`src/rtl/mul_accumulator_if.sv`:
```
// Product-intake and result handshakes of the multiply-accumulate path.
// Group clear and the group progress count travel with the handshakes.
interface mul_accumulator_if #(
    parameter int PROD_W = 8,
    parameter int ACC_W  = 12,
    parameter int N      = 4
);
    localparam int CNT_W = $clog2(N + 1);

    logic              clr;
    logic              p_valid;
    logic [PROD_W-1:0] p_data;
    logic              p_ready;
    logic              acc_valid;
    logic              acc_ready;
    logic [ACC_W-1:0]  acc_data;
    logic              ovf;
    logic [CNT_W-1:0]  cnt;

    modport master (
        output clr, p_valid, p_data, acc_ready,
        input  p_ready, acc_valid, acc_data, ovf, cnt
    );

    modport slave (
        input  clr, p_valid, p_data, acc_ready,
        output p_ready, acc_valid, acc_data, ovf, cnt
    );
endinterface

```
`src/rtl/mul_accumulator.sv`:
```
// Sums N consecutive unsigned products into one saturating accumulator word
// and presents each group sum over a valid/ready handshake.
module mul_accumulator #(
    parameter int PROD_W = 8,
    parameter int ACC_W  = 12,
    parameter int N      = 4
) (
    input logic               clk,
    input logic               rst,
    mul_accumulator_if.slave  bus
);
    localparam int CNT_W = $clog2(N + 1);
    localparam logic [CNT_W-1:0] N_CNT = CNT_W'(N);

    typedef enum logic [1:0] {
        IDLE  = 2'd0,
        ACCUM = 2'd1,
        HOLD  = 2'd2
    } state_t;

    state_t             state;
    logic [ACC_W-1:0]   acc;
    logic [CNT_W-1:0]   cnt_q;
    logic               ovf_q;
    logic               acc_valid_q;
    logic [ACC_W:0]     sat_res;
    logic [CNT_W-1:0]   cnt_inc;

    // Returns {carry, value}; on carry-out the value is pinned to all ones.
    function automatic logic [ACC_W:0] sat_add(input logic [ACC_W-1:0] a,
                                               input logic [PROD_W-1:0] p);
        logic [ACC_W:0] s;
        s = {1'b0, a} + {{(ACC_W + 1 - PROD_W){1'b0}}, p};
        if (s[ACC_W]) begin
            s = {1'b1, {ACC_W{1'b1}}};
        end
        return s;
    endfunction

    always_comb begin
        sat_res = sat_add(acc, bus.p_data);
        cnt_inc = cnt_q + 1'b1;
    end

    assign bus.p_ready   = (state != HOLD);
    assign bus.acc_valid = acc_valid_q;
    assign bus.acc_data  = acc;
    assign bus.ovf       = ovf_q;
    assign bus.cnt       = cnt_q;

    always_ff @(posedge clk or negedge rst) begin
        if (!rst) begin
            state       <= IDLE;
            acc         <= '0;
            cnt_q       <= '0;
            ovf_q       <= 1'b0;
            acc_valid_q <= 1'b0;
        end else if (bus.clr) begin
            // Clear wins over any same-cycle product or result handshake.
            state       <= IDLE;
            acc         <= '0;
            cnt_q       <= '0;
            ovf_q       <= 1'b0;
            acc_valid_q <= 1'b0;
        end else begin
            case (state)
                IDLE, ACCUM: begin
                    if (bus.p_valid) begin
                        acc   <= sat_res[ACC_W-1:0];
                        ovf_q <= ovf_q | sat_res[ACC_W];
                        cnt_q <= cnt_inc;
                        if (cnt_inc == N_CNT) begin
                            state       <= HOLD;
                            acc_valid_q <= 1'b1;
                        end else begin
                            state <= ACCUM;
                        end
                    end
                end
                HOLD: begin
                    if (bus.acc_ready) begin
                        state       <= IDLE;
                        acc         <= '0;
                        cnt_q       <= '0;
                        ovf_q       <= 1'b0;
                        acc_valid_q <= 1'b0;
                    end
                end
                default: begin
                    state       <= IDLE;
                    acc         <= '0;
                    cnt_q       <= '0;
                    ovf_q       <= 1'b0;
                    acc_valid_q <= 1'b0;
                end
            endcase
        end
    end
endmodule
```
`src/flat_wrapper.sv`:
```
// flat-port wrapper written by rule: the top's interface ports become plain ports
module mul_accumulator_flat 
#(
    parameter int PROD_W = 8,
    parameter int ACC_W  = 12,
    parameter int N      = 4
)
  (clk, rst, bus_clr, bus_p_valid, bus_p_data, bus_acc_ready, bus_p_ready, bus_acc_valid, bus_acc_data, bus_ovf, bus_cnt);
  mul_accumulator_if #(.PROD_W(PROD_W), .ACC_W(ACC_W), .N(N)) bus_i ();
  input logic clk;
  input logic rst;
  input wire logic [$bits(bus_i.clr)-1:0] bus_clr;
  input wire logic [$bits(bus_i.p_valid)-1:0] bus_p_valid;
  input wire logic [$bits(bus_i.p_data)-1:0] bus_p_data;
  input wire logic [$bits(bus_i.acc_ready)-1:0] bus_acc_ready;
  output wire logic [$bits(bus_i.p_ready)-1:0] bus_p_ready;
  output wire logic [$bits(bus_i.acc_valid)-1:0] bus_acc_valid;
  output wire logic [$bits(bus_i.acc_data)-1:0] bus_acc_data;
  output wire logic [$bits(bus_i.ovf)-1:0] bus_ovf;
  output wire logic [$bits(bus_i.cnt)-1:0] bus_cnt;
  assign bus_i.clr = bus_clr;
  assign bus_i.p_valid = bus_p_valid;
  assign bus_i.p_data = bus_p_data;
  assign bus_i.acc_ready = bus_acc_ready;
  assign bus_p_ready = bus_i.p_ready;
  assign bus_acc_valid = bus_i.acc_valid;
  assign bus_acc_data = bus_i.acc_data;
  assign bus_ovf = bus_i.ovf;
  assign bus_cnt = bus_i.cnt;
  mul_accumulator #(.PROD_W(PROD_W), .ACC_W(ACC_W), .N(N)) u_core (.clk(clk), .rst(rst), .bus(bus_i));
endmodule
```
`config.mk`:
```
export PLATFORM = sky130hd
export DESIGN_NAME = mul_accumulator_flat
export DESIGN_NICKNAME = d
export VERILOG_FILES = /design/src/rtl/mul_accumulator_if.sv /design/src/rtl/mul_accumulator.sv /design/src/flat_wrapper.sv
export SDC_FILE = /design/constraint.sdc
export NUM_CORES = 1
export LEC_CHECK = 0
export ABC_AREA = 0
export BUFFER_PORTS_ARGS = -buffer_cell sky130_fd_sc_hd__buf_4
export CORE_MARGIN = 5
export CORE_UTILIZATION = 52
export DETAILED_ROUTE_END_ITERATION = 12
export GPL_TIMING_DRIVEN = 0
export PLACE_DENSITY_LB_ADDON = 0.3
export REMOVE_ABC_BUFFERS = 1
export SETUP_SLACK_MARGIN = 0.5
export SKIP_CTS_REPAIR_TIMING = 1
export SYNTH_ARGS = -nofsm -noshare
export SYNTH_HDL_FRONTEND = slang
export SYNTH_SLANG_ARGS = --single-unit
export TNS_END_PERCENT = 20
```
`constraint.sdc`:
```
create_clock -name clk -period 2.7 [get_ports clk]
set_input_delay 0.27 -clock clk [delete_from_list [all_inputs] [get_ports clk]]
set_output_delay 0.27 -clock clk [all_outputs]
set_load 0.02 [all_outputs]
```
Yosys cells after proc, flatten, opt, wreduce, memory -nomap -nowiden
Index checks and enable logic that the tools add are counted.
- flip-flop bits (word level): 19
- input port bits: 13
- logic and storage cells: 41
- $add $sub $neg: 2
- eq/ne operators: 7
- muxes and demuxes: 22
- bitwise operators: 1
- reduce and logical (&&, ||, !) cells: 4
- operators with widths (cell ; number):
    $mux 12 ; 3
    $pmux 12 s2 ; 1
    $add 12x8->13 ; 1
    $mux 13 ; 1
    $mux 3 ; 3
    $mux 2 ; 4
    $mux 1 ; 6
    $ne 3x3->1 const B ; 2
    $pmux 3 s2 ; 1
    $pmux 1 s2 ; 2
    $pmux 2 s2 ; 1
    $add 3x1->3 const B ; 1
    $eq 3x3->1 const B ; 1
    $ne 3x2->1 const B ; 1
    $reduce_and 3->1 ; 1
    $eq 2x1->1 const B ; 1
    $eq 2x2->1 const B ; 1
    $logic_not 2->1 ; 1
    $ne 2x2->1 const B ; 1
    $reduce_and 2->1 ; 1
    $reduce_or 2->1 ; 1
    $or 1x1->1 ; 1

Depth between registers and ports, before layout
Gate-level depths: netlist (run 1).
- word-level depth: 6
- depth in mapped cells: 7
- gate-level depth less buffers: 7

Worst setup path after synthesis (run 1)
Ideal clock, no wire load.
- path kind: register -> register
- start point: reg u_core.acc[0], in the netlist u_core.bus.acc_data[0]
- end point: reg u_core.ovf_q, in the netlist u_core.bus.ovf
- arrival time: 1.926 ns
- data required time: 2.570 ns
- path slack: 0.644 ns
- cell stages (with the launch flop): 8
- period minus slack after synthesis: 2.056 ns
- cells stage by stage: dfrtp_1 -> ha_1 -> fa_1 -> a21oi_1 -> o21ai_2 -> o221a_4 -> a21oi_2 -> a211oi_2
- cells in the longest elaborated chain, start to end: 6
- ends and longest elaborated chain (item ; line ; text):
    start, declared ; mul_accumulator.sv:22 ; logic [ACC_W-1:0] acc;
    start signal, assigned ; mul_accumulator.sv:69 ; acc <= sat_res[ACC_W-1:0];
    $add 12x8->13 ; mul_accumulator.sv:33 ; s = {1'b0, a} + {{(ACC_W + 1 - PROD_W){1'b0}}, p};
    $mux 13 ; mul_accumulator.sv:34 ; if (s[ACC_W]) begin
    $or 1x1->1 ; mul_accumulator.sv:70 ; ovf_q <= ovf_q | sat_res[ACC_W];
    $mux 1 ; mul_accumulator.sv:68 ; if (bus.p_valid) begin
    $pmux 1 s2 ; mul_accumulator.sv:66 ; case (state)
    $mux 1 ; mul_accumulator.sv:58 ; end else if (bus.clr) begin
    end signal, assigned ; mul_accumulator.sv:70 ;
    end, declared ; mul_accumulator.sv:24 ; logic ovf_q;
No other way between the ends. The select of a mux whose other input is x is not followed.
A chain may end at the register's enable or synchronous reset.

Final worst setup path (run 1)
- start point: reg u_core.acc[0], in the netlist u_core.bus.acc_data[0]
- end point: reg u_core.acc[11], in the netlist u_core.bus.acc_data[11]
- cells in the longest elaborated chain, start to end: 5
- ends and longest elaborated chain (item ; line):
    $add 12x8->13 ; mul_accumulator.sv:33
    $mux 13 ; mul_accumulator.sv:34
    $mux 12 ; mul_accumulator.sv:68
    $pmux 12 s2 ; mul_accumulator.sv:66
    $mux 12 ; mul_accumulator.sv:58
No other way between the ends. The select of a mux whose other input is x is not followed.

==> reports/results.txt, run 1 <==
vias per cell: 5.80
Worst-path clk slew: 0.11 ns
Die X: 58.9 um
routed wire length: 2840 um
DR WL/cell: 14.9 um
register area share after synthesis: 0.383
GRT overflow: 0
number of flops mapped to enable cells by yosys: 0
final setup vio count: 0
hpwl dp: 2230 um
CTS tree: yes
Setup WS pre-CTS: 0.594 ns
1st-iter DRT viols: 29
WP data required: 2.88 ns
vias in the first global route: 1,158
Initial Util: 0.550
pin count of the biggest net entering global routing: 20
Worst setup SP type: flip-flop
Synth async-reset ratio: 1.00
final hold viol count: 0
final worst slack: 0.632 ns
layout net count: 188
Pwr Density: 470 nW/um2
critical path arrival: 2.25 ns
Leakage: 0.791 nW
synth unique cells: 40
crit-path leading delay family: compound AO/OA/AOI/OAI gates
worst path bufs/invs: 0
CTS Buf Count: 3
Worst setup EP type: flip-flop
Max transition margin: 0.354
fmax: 0.484 GHz
fin crit share: 0.766
Final ANT Viol Nets: 0
die area: 3460 um2
most frequent cell after synthesis: dfrtp_1
# rows: 17
GPL Wtd Cong: 0.827
worst reg2reg path startpoint: u_core.bus.acc_data[0]
max-slew violation count: 0
critical path's slowest cell: fa_1
worst-path maximum fanout: 6
critical-path cell list: ha_1 > fa_1 > a21oi_2 > o21ai_2 > o221a_4 > nand2_4 > o211ai_1
total of max-cap violations: 0
Layout fillers: 197
Die Y: 58.9 um
min cycle time layout: 2.07 ns
Clk Latency, worst-skew pair: 0.30 ns
utilization of the core after routing: 0.677
Critical Path Start: u_core.bus.acc_data[0]
Vias: 1,107
setup TNS: 0 ns
most frequent cells after synthesis: 19 x dfrtp_1, 18 x nand2_1, 10 x a21oi_1, 10 x ha_1, 10 x nor2_1
PortBufs: 30
clk sink count: 19
Total GRT Usage: 0.185
Post-Place Cells: 186
initial antenna violation count: 0
yosys warns: 0
first-pass GRT wire length: 5020 um
placeable core area: 2250 um2
H-tree depth: 1
clock root cell: clkbuf_4
Yosys top cell area share: 0.383
share of layout cells above drive strength 1: 0.270
IO Count: 31
largest area contributor in the netlist: dfrtp_1
min-delay src: bus_clr
synth top area cells: dfrtp_1 38%, ha_1 10%, nand2_1 5.4%, a21oi_1 4.0%, xor2_1 3.5%
Worst Hold Class: input pin to flip-flop
crit path kind: flip-flop to flip-flop
Layout area overhead: 23.0%
Pre-Repair DR Iteration Count: 4
# DRC: 0
diodes inserted: 0
Worst-Margin Slew: 0.965 ns
Post-Syn Area: 1240 um2
Clock Tree Buf Depth: 2
skew final: 0.00103 ns
final cell count without fillers: 191
flops & latches, synth: 19
Peak VDD IR: 333 uV
gate count after technology mapping: 131
CP peak stage delay: 0.43 ns
status: finished clean
RSZ-0062 raised after global routing: no
ys flop type: dfrtp_1
Syn Area/Cell: 9.47 um2
## logic make-up after synthesis
logic type               after synthesis  share of synthesized area
AO/OA/AOI/OAI                         48                      0.289
adder cells (fa/ha/maj)               11                      0.117
AND/OR/NAND/NOR                       40                      0.144
buffers and inverters                  7                     0.0242
XOR/XNOR                               6                     0.0423
flip-flops                            19                      0.383
## power breakdown
| part | switching [mW] | internal (mW) | total [mW] | leakage, nW |
|---|---|---|---|---|
| clock network | 0.0889 | 0.0576 | 0.146 | 0.0150 |
| registers | 0.0196 | 0.304 | 0.323 | 0.257 |
| logic | 0.141 | 0.106 | 0.247 | 0.519 |
## placed cells by master, fill, tap and decap left out, types with 2 or more instances in the layout
cell type	synthesis	final
a211oi_2	2	2
a21o_1	2	2
a21oi_1	10	9
a21oi_2	1	2
a22oi_1	2	2
and2_1	3	3
buf_4	0	30
clkbuf_4	0	3
dfrtp_1	19	19
ha_1	10	10
inv_1	4	4
nand2_1	18	18
nand3_1	4	4
nor2_1	10	10
o211ai_1	3	3
o21ai_0	6	6
o21ai_1	4	4
o21ai_2	2	2
o31ai_1	2	2
xor2_1	5	5
## per-layer routing
metal | up-vias | share of wire | GRT usage
met3 | 6 | 0.041 | 0.0285
met4 | 0 | 0.023 | 0.0841
li1 | 540 | - | -
met2 | 25 | 0.51 | 0.303
met1 | 536 | 0.42 | 0.237
met5 | - | 0 | 0
## flip-flops by register name, summed over array words and instances (netlist names)
signal and flops:
u_core.bus.cnt 3, u_core.bus.acc_valid 1, u_core.bus.acc_data 12, u_core.state 2, u_core.bus.ovf 1
## worst paths after layout
check                      slack (ns)                 endpoint  depth (start not counted)
hold reg to reg                  0.51   u_core.bus.acc_data[5]                          2
min in group asynchronous        0.37        u_core.bus.cnt[0]                          2
setup / recovery                 0.63  u_core.bus.acc_data[11]                          7
setup reg to reg                 0.63  u_core.bus.acc_data[11]                          7
max in group asynchronous        2.13   u_core.bus.acc_data[0]                          2
hold / removal                   0.15           u_core.bus.ovf                          2
## area by class of cell
| cell class | instances | area (um2) | area share |
|---|---|---|---|
| multi-input combinational | 105 | 739 | 0.484 |
| sequential | 19 | 475 | 0.311 |
| timing repair buffer | 31 | 235 | 0.154 |
| tap | 28 | 35.0 | 0.0230 |
| clock buffer | 4 | 26.3 | 0.0172 |
| inverter | 4 | 15.0 | 0.00984 |
## through the flow
stage                     power (mW)  hold slack (ns)  instance area, um2
after floorplan                0.491          -0.0256                1230
after global placement         0.564            0.156                1490
after detailed placement       0.575            0.158                1490
after CTS                      0.721           -0.170                1510
after global routing           0.763            0.136                1530
final                          0.717            0.147                1530
## worst reg2reg max path, delay by kind of cell, from the launching register on
family	cells	cell delay (ns)
AND/OR/NAND/NOR	1	0.12
adder cells (fa/ha/maj)	2	0.68
flip-flops	1	0.41
AO/OA/AOI/OAI	4	0.74
(Power assumes the default switching activity.)
==> inputs of run 2 (changes only) <==
Settings changed: ABC_AREA 0 to 1, CORE_UTILIZATION 52 to 49.
Clock period 2.7 ns to 1.7 ns, I/O delays scaled along.
==> run 2 against run 1 <==
Effect of this change:
- the run now ends with setup timing left
- total power rose to 2.6 times the previous value
- critical path depth rose by 2
- wire length rose by 8.3%
- global-route usage fell by 2.5 points
- synthesized area rose by 17%
- largest power group is now combinational logic
==> reports/results.txt, run 2 <==
fmax: 0.560 GHz
Leakage: 1.00 nW
hpwl dp: 2300 um
utilization of the core after routing: 0.633
Peak VDD IR: 511 uV
clk sink count: 19
Initial Util: 0.517
number of flops mapped to enable cells by yosys: 0
clock root cell: clkbuf_4
Setup WS pre-CTS: -0.193 ns
reg2reg path depth: 9
register area share after synthesis: 0.328
CTS tree: yes
min cycle time layout: 1.79 ns
CP peak stage delay: 0.44 ns
Worst setup SP type: flip-flop
mux share of post-synthesis cell area: 0
yosys warns: 0
Synth Area in Compound Gates: 0.0889
Post-Place Cells: 260
gate count after technology mapping: 201
most frequent cells after synthesis: 83 x nand2_1, 24 x inv_1, 19 x dfrtp_1
RSZ-0062 raised after global routing: yes
critical path's slowest cell: dfrtp_1
Yosys top cell area share: 0.328
Pre-Repair DR Iteration Count: 4
GRT overflow: 0
Die X: 64.4 um
DR WL/cell: 11.5 um
status: finished with violations
CTS Buf Count: 3
Vias: 1,328
Synth async-reset ratio: 1.00
final setup vio count: 11
most frequent cells in the layout: 83 x nand2_1, 32 x buf_4, 22 x inv_1
WP data required: 1.89 ns
Clk Latency, worst-skew pair: 0.30 ns
# rows: 19
Syn Area/Cell: 7.21 um2
first-pass GRT wire length: 5420 um
PortBufs: 30
max-slew violation count: 0
layout net count: 261
largest family of logic cells by synthesized area: simple AND/OR/NAND/NOR gates
H-tree depth: 1
synth top area cells: dfrtp_1 33%, nand2_1 22%, ha_1 8.6%, inv_1 6.2%, nand3_1 5.2%
Hold WS: 0.160 ns
Pwr Density: 1060 nW/um2
Max transition margin: 0.615
Setup crit end: u_core.bus.acc_data[8]
worst reg2reg path startpoint: u_core.bus.acc_data[0]
Die Y: 64.4 um
flops & latches, synth: 19
routed wire length: 3080 um
final hold viol count: 0
final cell count without fillers: 267
crit-path most repeated cell: nand2_2
worst hold path depth: 4
# DRC: 0
FF-to-FF setup slack: -0.09 ns
Final ANT Viol Nets: 0
Simple-Gate Fraction of Synth Area: 0.381
Worst-Margin Slew: 0.576 ns
number of cells on the critical path: 9
fin crit share: 1.05
crit path kind: flip-flop to flip-flop
vias in the first global route: 1,265
share of layout cells above drive strength 1: 0.242
synth unique cells: 29
Post-Syn Area: 1450 um2
pin count of the biggest net entering global routing: 20
total of max-cap violations: 0
ys flop type: dfrtp_1
Largest register FFs: 12
1st-iter DRT viols: 43
Layout area overhead: 22.6%
diodes inserted: 0
worst path bufs/invs: 0
skew final: 0.00871 ns
critical-path cell list: ha_4 > fa_2 > nand2_2 > o21ai_4 > nand2_2 > nand2_4 > or2_1 > nand3_1 > nand2_1
crit-path leading delay family: simple AND/OR/NAND/NOR gates
Clock Tree Buf Depth: 2
Worst setup EP type: flip-flop
initial antenna violation count: 0
setup TNS: -0.416 ns
IO Count: 31
placeable core area: 2810 um2
die area: 4140 um2
vias per cell: 4.97
largest area contributor in the netlist: dfrtp_1
Worst Hold Class: input pin to flip-flop
Synth Area in XOR/XNOR: 0.0242
adder-cell share of the synthesized area: 0.100
worst-path maximum fanout: 5
Crit Reg-Reg Endpoint: u_core.bus.acc_data[8]
Layout fillers: 272
Total GRT Usage: 0.160
final worst slack: -0.0873 ns
critical path arrival: 1.98 ns
most common cell after layout, fill and taps aside: nand2_1
Critical Path Start: u_core.bus.acc_data[0]
Worst-path clk slew: 0.11 ns
failing checks: setup timing
most frequent cell after synthesis: nand2_1
GPL Wtd Cong: 0.871
==> run 2: cell count changes after synthesis, sizes merged, moves of 4 or more <==
cell   delta
nand4     +4
a21oi     -6
nand2    +67
nand3    +11
o21ai     -5
nor2      +4
inv      +20
==> run 2: kinds of logic after synthesis <==
kind of cell	after synthesis
and+or+nand+nor	124
buffers and inverters	26
DFF	19
AOI/OAI and AO/OA	17
adders and majority gates	11
xor gates and xnor gates	4
==> run 2: worst min-delay path by stage <==
stage / slack, ns / endpoint / start
after CTS: -0.27 / u_core.bus.acc_data[4] / rst
after detailed placement: 0.06 / u_core.bus.acc_data[4] / rst
after global routing: 0.17 / u_core.state[1] / bus_clr
final: 0.16 / u_core.state[1] / bus_clr
after global placement: 0.06 / u_core.bus.acc_data[4] / rst
after floorplan: -0.13 / u_core.bus.acc_data[0] / rst
==> run 2: cell type report <==
| type | count | area (um2) | share of cell area |
|---|---|---|---|
| multi-input combinational | 156 | 895 | 0.504 |
| sequential | 19 | 477 | 0.268 |
| timing repair buffer | 33 | 250 | 0.141 |
| inverter | 24 | 90.1 | 0.0507 |
| tap | 31 | 38.8 | 0.0218 |
| clock buffer | 4 | 26.3 | 0.0148 |
==> run 2: per-layer routing <==
layer | track usage | part of all wire | vias to the layer above
li1 | - | - | 709
met2 | 0.264 | 0.47 | 21
met5 | 0 | 0 | -
met1 | 0.215 | 0.48 | 594
met3 | 0.0298 | 0.041 | 4
met4 | 0.0396 | 0.0088 | 0
==> run 2: stage by stage <==
step           power [mW]  instance area, um2
2_1_floorplan        1.34                1430
4_1_cts              1.87                1720
6_report             1.89                1780
3_5_place_dp         1.63                1690
3_3_place_gp         1.62                1690
5_1_grt              2.07                1780
==> run 2: worst reg2reg max path, cell delays in order (launching register included) <==
cell,delay (ns)
dfrtp_1,0.44
ha_4,0.19
fa_2,0.38
nand2_2,0.11
o21ai_4,0.07
nand2_2,0.08
nand2_4,0.08
or2_1,0.21
nand3_1,0.08
nand2_1,0.05
==> run 2: power breakdown <==
part	internal (mW)	switching [mW]
combinational	0.422	0.607
clock	0.0912	0.140
sequential	0.542	0.0893
total	1.06	0.836
